## src/rtl/traffic_pkg.sv

```systemverilog
// Shared types and constants for the N-phase intersection controller.
package traffic_pkg;

  typedef enum logic [2:0] {
    ST_OFF,
    ST_CLEAR,
    ST_GREEN,
    ST_YELLOW,
    ST_POLICE,
    ST_FLASH
  } state_e;

  localparam int unsigned LAMP_RED    = 0;
  localparam int unsigned LAMP_YELLOW = 1;
  localparam int unsigned LAMP_GREEN  = 2;
  localparam int unsigned LAMP_W      = 3;

  // Duration must be nonzero and fit in a tw-bit countdown.
  function automatic bit dur_ok(input int unsigned d, input int unsigned tw);
    return (d >= 1) && (64'(d) < (64'(1) << tw));
  endfunction

endpackage

```

## src/rtl/traffic_countdown.sv

```systemverilog
// Per-state tick countdown: loads a duration, decrements on tick, flags the final tick.
module traffic_countdown #(
  parameter int unsigned TW = 7
) (
  input  logic          clk,
  input  logic          rst_n,
  input  logic          load_i,
  input  logic [TW-1:0] load_val_i,
  input  logic          tick_i,
  input  logic          hold_i,
  output logic [TW-1:0] rest_time_o,
  output logic          expire_c_o
);

  logic [TW-1:0] rest_q, rest_d;

  assign expire_c_o  = tick_i && !hold_i && (rest_q == TW'(1));
  assign rest_time_o = rest_q;

  always_comb begin
    rest_d = rest_q;
    if (load_i) begin
      rest_d = load_val_i;
    end else if (tick_i && !hold_i && (rest_q > TW'(1))) begin
      rest_d = rest_q - TW'(1);
    end
  end

  always_ff @(posedge clk or negedge rst_n) begin
    if (!rst_n) begin
      rest_q <= '0;
    end else begin
      rest_q <= rest_d;
    end
  end

endmodule

```

## src/rtl/traffic_phase_ctrl.sv

```systemverilog
// N-phase intersection controller: green/yellow/clearance sequencing with
// pedestrian walk extension, police all-red, flash mode and pause.
module traffic_phase_ctrl
  import traffic_pkg::*;
#(
  parameter int unsigned NPHASE   = 4,
  parameter int unsigned TW       = 7,
  parameter int unsigned GREEN_T  = 20,
  parameter int unsigned YELLOW_T = 3,
  parameter int unsigned CLEAR_T  = 2,
  parameter int unsigned PED_T    = 30
) (
  input  logic                      clk,
  input  logic                      rst_n,
  input  logic                      tick,
  input  logic                      en,
  input  logic                      pause,
  input  logic                      police,
  input  logic                      flash,
  input  logic [NPHASE-1:0]         phase_en,
  input  logic [NPHASE-1:0]         ped_req,
  output logic [NPHASE-1:0]         red,
  output logic [NPHASE-1:0]         yellow,
  output logic [NPHASE-1:0]         green,
  output logic [NPHASE-1:0]         walk,
  output logic [$clog2(NPHASE)-1:0] phase_idx,
  output logic [TW-1:0]             rest_time,
  output logic [NPHASE-1:0]         ped_pend
);

  localparam int unsigned PW = $clog2(NPHASE);
  localparam bit PARAMS_OK = (NPHASE >= 2) && (NPHASE <= 8) &&
                             dur_ok(GREEN_T, TW) && dur_ok(YELLOW_T, TW) &&
                             dur_ok(CLEAR_T, TW) && dur_ok(PED_T, TW) &&
                             (PED_T >= GREEN_T);

  typedef logic [NPHASE-1:0] mask_t;

  state_e        state_q, state_d;
  logic [PW-1:0] phase_q, phase_d;
  mask_t         red_q, red_d, yellow_q, yellow_d, green_q, green_d;
  mask_t         walk_q, walk_d, pend_q, pend_d, served;
  logic          flash_q, flash_d;
  logic          cd_load, cd_expire;
  logic [TW-1:0] cd_val;
  logic [PW:0]   nxt;
  logic [LAMP_W-1:0] lamp;

  // First enabled phase after cur, cur itself last; MSB flags that one was found.
  function automatic logic [PW:0] next_phase(input logic [PW-1:0] cur, input mask_t mask);
    logic [PW:0] r;
    r = '0;
    for (int k = int'(NPHASE); k >= 1; k--) begin
      if (mask[PW'((int'(cur) + k) % int'(NPHASE))]) begin
        r = {1'b1, PW'((int'(cur) + k) % int'(NPHASE))};
      end
    end
    return r;
  endfunction

  assign nxt = next_phase(phase_q, phase_en);

  traffic_countdown #(.TW(TW)) u_countdown (
    .clk        (clk),
    .rst_n      (rst_n),
    .load_i     (cd_load),
    .load_val_i (cd_val),
    .tick_i     (tick),
    .hold_i     (pause),
    .rest_time_o(rest_time),
    .expire_c_o (cd_expire)
  );

  // Next state, countdown load and pedestrian bookkeeping.
  always_comb begin
    state_d = state_q;
    phase_d = phase_q;
    pend_d  = pend_q | ped_req;
    walk_d  = walk_q;
    cd_load = 1'b0;
    cd_val  = '0;
    if (!en) begin
      state_d = ST_OFF;
      cd_load = 1'b1;
      walk_d  = '0;
    end else if (police) begin
      state_d = ST_POLICE;
      cd_load = 1'b1;
      walk_d  = '0;
    end else if (flash) begin
      state_d = ST_FLASH;
      cd_load = 1'b1;
      walk_d  = '0;
    end else if (!pause) begin
      unique case (state_q)
        ST_OFF, ST_POLICE, ST_FLASH: begin
          state_d = ST_CLEAR;
          cd_load = 1'b1;
          cd_val  = TW'(CLEAR_T);
        end
        ST_CLEAR: begin
          if (cd_expire) begin
            cd_load = 1'b1;
            cd_val  = TW'(CLEAR_T);
            if (nxt[PW]) begin
              state_d = ST_GREEN;
              phase_d = nxt[PW-1:0];
              cd_val  = TW'(GREEN_T);
              walk_d  = '0;
              if (pend_d[nxt[PW-1:0]]) begin
                cd_val                 = TW'(PED_T);
                pend_d[nxt[PW-1:0]]    = 1'b0;
                walk_d                 = mask_t'(1) << nxt[PW-1:0];
              end
            end
          end
        end
        ST_GREEN: begin
          if (cd_expire) begin
            state_d = ST_YELLOW;
            cd_load = 1'b1;
            cd_val  = TW'(YELLOW_T);
            walk_d  = '0;
          end
        end
        ST_YELLOW: begin
          if (cd_expire) begin
            state_d = ST_CLEAR;
            cd_load = 1'b1;
            cd_val  = TW'(CLEAR_T);
          end
        end
        default: state_d = ST_OFF;
      endcase
    end
  end

  // Lamp pattern for the state being entered, so lamps change on the deciding edge.
  always_comb begin
    served  = mask_t'(1) << phase_d;
    lamp    = '0;
    flash_d = 1'b1;
    yellow_d = '0;
    green_d  = '0;
    red_d    = '0;
    unique case (state_d)
      ST_CLEAR, ST_POLICE: lamp[LAMP_RED]    = 1'b1;
      ST_GREEN:            lamp[LAMP_GREEN]  = 1'b1;
      ST_YELLOW:           lamp[LAMP_YELLOW] = 1'b1;
      ST_FLASH:            flash_d = (state_q == ST_FLASH) ? (flash_q ^ tick) : 1'b1;
      default:             lamp = '0;
    endcase
    if (lamp[LAMP_RED]) begin
      red_d = '1;
    end else if (lamp[LAMP_GREEN] || lamp[LAMP_YELLOW]) begin
      red_d = ~served;
    end
    if (lamp[LAMP_GREEN])  green_d  = served;
    if (lamp[LAMP_YELLOW]) yellow_d = served;
    if (state_d == ST_FLASH) yellow_d = {NPHASE{flash_d}};
  end

  always_ff @(posedge clk or negedge rst_n) begin
    if (!rst_n) begin
      state_q  <= ST_OFF;
      phase_q  <= PW'(NPHASE - 1);
      red_q    <= '0;
      yellow_q <= '0;
      green_q  <= '0;
      walk_q   <= '0;
      pend_q   <= '0;
      flash_q  <= 1'b1;
    end else begin
      state_q  <= state_d;
      phase_q  <= phase_d;
      red_q    <= red_d;
      yellow_q <= yellow_d;
      green_q  <= green_d;
      walk_q   <= walk_d;
      pend_q   <= pend_d;
      flash_q  <= flash_d;
    end
  end

  assign red       = red_q;
  assign yellow    = yellow_q;
  assign green     = green_q;
  assign walk      = walk_q;
  assign phase_idx = phase_q;
  assign ped_pend  = pend_q;

  a_params: assert property (@(posedge clk) PARAMS_OK)
    else $error("traffic_phase_ctrl: illegal parameter set");

endmodule

```

## config.mk

```make
export PLATFORM = sky130hd
export DESIGN_NAME = traffic_phase_ctrl
export DESIGN_NICKNAME = d
export VERILOG_FILES = /design/src/rtl/traffic_pkg.sv /design/src/rtl/traffic_countdown.sv /design/src/rtl/traffic_phase_ctrl.sv
export SDC_FILE = /design/constraint.sdc
export NUM_CORES = 1
export LEC_CHECK = 0
export ABC_AREA = 0
export CAP_MARGIN = 20
export CORE_MARGIN = 1
export CORE_UTILIZATION = 45
export CTS_CLUSTER_SIZE = 10
export DETAILED_ROUTE_END_ITERATION = 8
export PLACE_DENSITY = 0.8
export SETUP_SLACK_MARGIN = 0.05
export SLEW_MARGIN = 20
export SYNTH_ARGS = -nofsm -noshare
export SYNTH_HDL_FRONTEND = slang
export SYNTH_SLANG_ARGS = --single-unit
```

## constraint.sdc

```tcl
create_clock -name clk -period 1.9 [get_ports clk]
set_clock_uncertainty 0.1 [all_clocks]
set_input_delay 0.57 -clock clk [delete_from_list [all_inputs] [get_ports clk]]
set_output_delay 0.57 -clock clk [all_outputs]
set_load 0.05 [all_outputs]
```

==> impl_metrics.csv, run 1 <==
group,metric,value,unit
yosys,synth_top_cell_by_area,"dfrtp_1",
timing,worst_endpoint,"green[3]$_DFF_PN0_/D",
clocking,root_buffer,"clkbuf_8",
outcome,status,"aborted with a tool error",
outcome,error,"[ERROR GRT-0232] Routing congestion too high. Check the congestion heatmap in the GUI.",
place,dp_hpwl,4.29,mm
global_route,grt_max_degree,34,
clocking,cts_made_buffers,5,
floorplan,start_util,47.1,%
floorplan,die_h,66.7,um
clocking,htreeDepth,2,
yosys,synthCells,199,
yosys,yosys_register_bits,33,
yosys,synth_edf_count,0,
yosys,yosys_most_used_dff,"dfrtp_1",
global_route,grt.overflow.total,52,
place,place.gp.congestion,0.877,
yosys,avgSynthCellArea,9.48,um^2
timing,worstEpCategory,"register data pin",
floorplan,rows,23,
clocking,cts.sinks,33,
yosys,syn_nets,216,
yosys,ys_async_sr_fraction,100,%
floorplan,die_x,66.7,um
clocking,clockBufferDepth,2,
yosys,synth.distinct_cells,55,
place,port_buffers,43,
global_route,gr-usage-all-layers,73.0,%
yosys,yosysWarnings,0,
yosys,yosysTopAreaCellShare,39.8,%
outcome,stop_stage,"global routing (5_1_grt)",
yosys,synthTopCellsByArea,"dfrtp_1 40%, dfstp_2 4.2%, a21oi_1 4.0%, nor2_1 3.8%, nand2_1 3.2%",
place,dp_slack,-820,ps
yosys,netlist_area,1890,um^2
floorplan,io_pins,44,
yosys,seq_area_frac_synth,44.0,%
clocking,cts_hold_buffers,0,
-- synth_stat cells (all sizes together), types with 6 or more instances --
cell,instances
nand3,6
o21ai,13
a21oi,16
nor2b,6
nand2b,7
and3,8
inv,6
nor2,19
dfrtp,30
nand2,16
-- logic make-up after synthesis --
logic type / share of synthesized area, %
compound gates: 22.1
simple gates: 25.8
buf+inv: 2.72
xor+xnor: 1.86
flops: 44.0
fa+ha+maj: 1.33
mux: 2.19
-- per-layer routing --
metal  overflow  global-route usage, %
met1          0                   73.0
met2         28                   94.1
met3          0                   49.0
met4         24                   79.5
met5          0                   1.39
-- stage by stage --
stage | std cells | TNS [ps] | cell area, um^2 | hold slack (ps)
CTS | 361 | -3290 | 3610 | 459
detailed placement | 338 | -20250 | 3080 | 431
global placement | 338 | -18150 | 3080 | 435
floorplan | 199 | -3270 | 2010 | 174
-- repair_timing --
action                     in CTS
buffers inserted               17
setup endpoints to repair      34
gates resized for setup        94
pin swaps                      27
==> inputs of run 2 (changes only) <==
--- a/config.mk
+++ b/config.mk
@@ -8,11 +8,9 @@
 export ABC_AREA = 0
 export CAP_MARGIN = 20
 export CORE_MARGIN = 1
-export CORE_UTILIZATION = 45
-export CTS_CLUSTER_SIZE = 10
+export CORE_UTILIZATION = 30
 export DETAILED_ROUTE_END_ITERATION = 8
-export PLACE_DENSITY = 0.8
-export SETUP_SLACK_MARGIN = 0.05
+export PLACE_DENSITY_LB_ADDON = 0.15
 export SLEW_MARGIN = 20
 export SYNTH_ARGS = -nofsm -noshare
 export SYNTH_HDL_FRONTEND = slang
==> constraint.sdc (replaced) <==
create_clock -name clk -period 2.5 [get_ports clk]
set_clock_uncertainty 0.1 [all_clocks]
set_input_delay 0.75 -clock clk [delete_from_list [all_inputs] [get_ports clk]]
set_output_delay 0.75 -clock clk [all_outputs]
set_load 0.05 [all_outputs]
==> impl_metrics.csv, run 2 <==
group,metric,value,unit
global_route,grt.overflow.total,0,
layout,fin_area,2910,um^2
timing,period_minus_slack,2430,ps
timing,finalHoldViolCount,0,
timing,tightest_slew,497,ps
yosys,synth-simple-area-share,25.8,%
drt,avgRoutedWirePerCell,13.9,um
timing,slew_headroom,66.8,%
pwr,powerDensity,471,nW/um^2
global_route,grtUsageMet1,22.5,%
clocking,insertion_delay,280,ps
layout,finalNetCount,302,
drt,wirelength,5.02,mm
floorplan,rows,28,
yosys,seq_area_frac_synth,44.0,%
layout,final_cell_mix,"47 x buf_4, 31 x clkdlybuf4s50_1, 30 x dfrtp_1",
clocking,root_buffer,"clkbuf_8",
yosys,muxShareOfSynthArea,2.19,%
yosys,yosysTopAreaCellShare,39.8,%
layout,n_antenna_cell,0,
floorplan,die_x,81.3,um
drt,first_pass_iters,4,
yosys,synth_xor_area_share,1.86,%
drt,num_vias,1833,
yosys,synth_fa_ha_area_share,1.33,%
critical_path,path_delay_family,"simple AND/OR/NAND/NOR gates",
critical_path,cp-end-kind,"flip-flop",
yosys,avgSynthCellArea,9.48,um^2
drt,vias_per_cell,5.08,
place,dpl_cell_area,2640,um^2
clocking,clkTransAtPathRegs,70,ps
hold_path,hp-class,"reg -> reg",
critical_path,startpoint_type,"input port",
layout,largest_reg_flops,7,
layout,mostFrequentLayoutCell,"buf_4",
yosys,syn_nets,216,
global_route,grt_max_degree,34,
yosys,netlist_area,1890,um^2
layout,drive_gt1_share,30.1,%
drt,ant_nets,0,
global_route,grt_pass1_vias,1653,
critical_path,reg2reg_depth,8,
hold_path,hold_start,"walk[1]",
pwr,clkPwrFrac,43.1,%
place,place.gp.congestion,0.810,
pwr,leakage,1.28,nW
critical_path,crit_top_cell,"a21oi_1",
global_route,antenna_found_initial,0,
outcome,status,"finished, final reports clean",
clocking,tritoncts,"done",
global_route,gr-usage-all-layers,16.4,%
yosys,synth-compound-area-share,22.1,%
hold_path,worstHoldEndpoint,"walk[1]",
layout,syn2layout_area_growth,54.5,%
global_route,grt_first_pass_wirelength,8.05,mm
critical_path,cp.arrival,2500,ps
floorplan,core-area,5990,um^2
timing,finalCritPeriodShare,97.2,%
drt,remaining_drc_errors,0,
timing,fmax,0.411,GHz
yosys,yosys_most_used_dff,"dfrtp_1",
global_route,met3_usage,3.03,%
pwr,power,1.37,mW
clocking,cts_made_buffers,5,
critical_path,slowest_stage,"or3b_2",
clocking,cts.sinks,33,
yosys,yosys_register_bits,33,
clocking,clockBufferDepth,2,
timing,setup_viol,0,
pwr,p_seq_share,40.4,%
flow_run,drv_cap,0,
floorplan,die-area,6610,um^2
critical_path,cp_num_buf_inv,2,
global_route,grt.met2_usage,26.0,%
yosys,ys_async_sr_fraction,100,%
yosys,synthCells,199,
place,dp_hpwl,3.78,mm
pwr,power_frac_comb,16.5,%
critical_path,critPathKind,"in -> reg",
pwr,p_sw,0.329,mW
place,port_buffers,43,
timing,hold_ws,379,ps
critical_path,max_stage_delay,500,ps
critical_path,crit_chain,"clkdlybuf4s50_1, buf_4, or3b_2, or3_4, a21oi_1, a21oi_1",
pwr,ir_drop,0.453,mV
layout,fill_cells,596,
critical_path,r2r_slack,160,ps
yosys,synth_edf_count,0,
drt,drt-initial-drc-count,62,
clocking,htreeDepth,2,
yosys,yosys-top-cells-count,"30 x dfrtp_1, 19 x nor2_1, 16 x nand2_1",
pwr,switching_share,24.0,%
yosys,yosysMostFrequentCell,"dfrtp_1",
timing,slew_violations,0,
yosys,synth.distinct_cells,55,
critical_path,path_max_fanout,4,
pwr,intPower,1.04,mW
yosys,synth_top_family_by_area,"simple AND/OR/NAND/NOR gates",
floorplan,die_h,81.3,um
yosys,yosysWarnings,0,
floorplan,start_util,31.5,%
floorplan,io_pins,44,
yosys,synth_top_cell_by_area,"dfrtp_1",
global_route,busiest_layer,"met2",
yosys,synthTopCellsByArea,"dfrtp_1 40%, dfstp_2 4.2%, a21oi_1 4.0%, nor2_1 3.8%, nand2_1 3.2%",
clocking,cts_hold_buffers,0,
critical_path,worstPathRequired,2570,ps
critical_path,r2r-start,"u_countdown.rest_time_o[1]",
hold_path,hold_path_depth,2,
critical_path,r2r-end,"red[0]",
-- run 2: kinds of logic after synthesis --
| family | Yosys count |
|---|---|
| AND/OR/NAND/NOR | 83 |
| XOR/XNOR | 4 |
| flip-flops | 33 |
| adder cells (fa/ha/maj) | 2 |
| multiplexers | 4 |
| buffers and inverters | 11 |
| AO/OA/AOI/OAI | 62 |
-- run 2: final cells by class --
type                            count  area [um^2]  share of cell area (%)
Clock buffer                        5         68.8                    2.36
Tap cell                           75         93.8                    3.22
Multi-Input combinational cell    155         1100                    37.9
Clock inverter                      3         65.1                    2.23
Timing Repair Buffer               84          729                    25.0
Inverter                            6         22.5                   0.773
Sequential cell                    33          830                    28.5
-- run 2: worst register-to-register path: stages, from the launching register on --
cell and delay [ps]:
dfrtp_1 400, inv_1 130, ha_1 170, nor3b_1 380, nand3_1 190, mux2i_1 280
a211oi_1 120, o2111a_1 290, o21bai_1 170
-- run 2: worst max path at each step --
stage	from	end	slack (ps)	cells after the start
after detailed placement	phase_en[1]	yellow[1]	-340	7
final	police	u_countdown.rest_time_o[4]	70	6
after global routing	police	u_countdown.rest_time_o[4]	-10	6
after CTS	phase_en[3]	green[3]	20	7
after floorplan	phase_en[1]	yellow[0]	210	6
after global placement	phase_en[1]	yellow[2]	-340	8
-- run 2: repair_timing --
action | CTS | global route
setup buffers | 1 | 3
gates resized for setup | 9 | 23
pin swaps | 1 | 8
endpoints found under the setup margin | 11 | 19
-- run 2: stage by stage --
| stage | setup WS, ps | utilization (%) | setup TNS, ps | std cells |
|---|---|---|---|---|
| after floorplan | 208 | - | 0 | 199 |
| after global placement | -344 | 44.1 | -6940 | 349 |
| after detailed placement | -335 | 44.1 | -7230 | 349 |
| after CTS | 18.9 | 46.8 | 0 | 358 |
| after global routing | -11.4 | 48.6 | -14.9 | 361 |
| final | 69.5 | 48.6 | 0 | 361 |
-- run 2: per-layer routing --
metal | vias to the layer above | wire length [um]
met5 | - | 0
met2 | 38 | 2370
li1 | 900 | -
met1 | 891 | 2430
met3 | 4 | 165
met4 | 0 | 46
-- run 2: power groups by stage --
stage                     sequential (mW)  combinational (mW)  clock, mW
after floorplan                     0.598              0.0734          0
after global placement              0.565               0.217          0
after detailed placement            0.565               0.217          0
after CTS                           0.555               0.219      0.611
after global routing                0.556               0.246      0.635
final                               0.555               0.227      0.591
(Power assumes the default switching activity.)
==> inputs of run 3 (changes only) <==
--- a/config.mk
+++ b/config.mk
@@ -6,6 +6,7 @@
 export NUM_CORES = 1
 export LEC_CHECK = 0
 export ABC_AREA = 0
+export ABC_CLOCK_PERIOD_IN_PS = 2500
 export CAP_MARGIN = 20
 export CORE_MARGIN = 1
 export CORE_UTILIZATION = 30
==> results of run 3 <==
No change in the layout: final DEF, timing and power equal those of run 2.
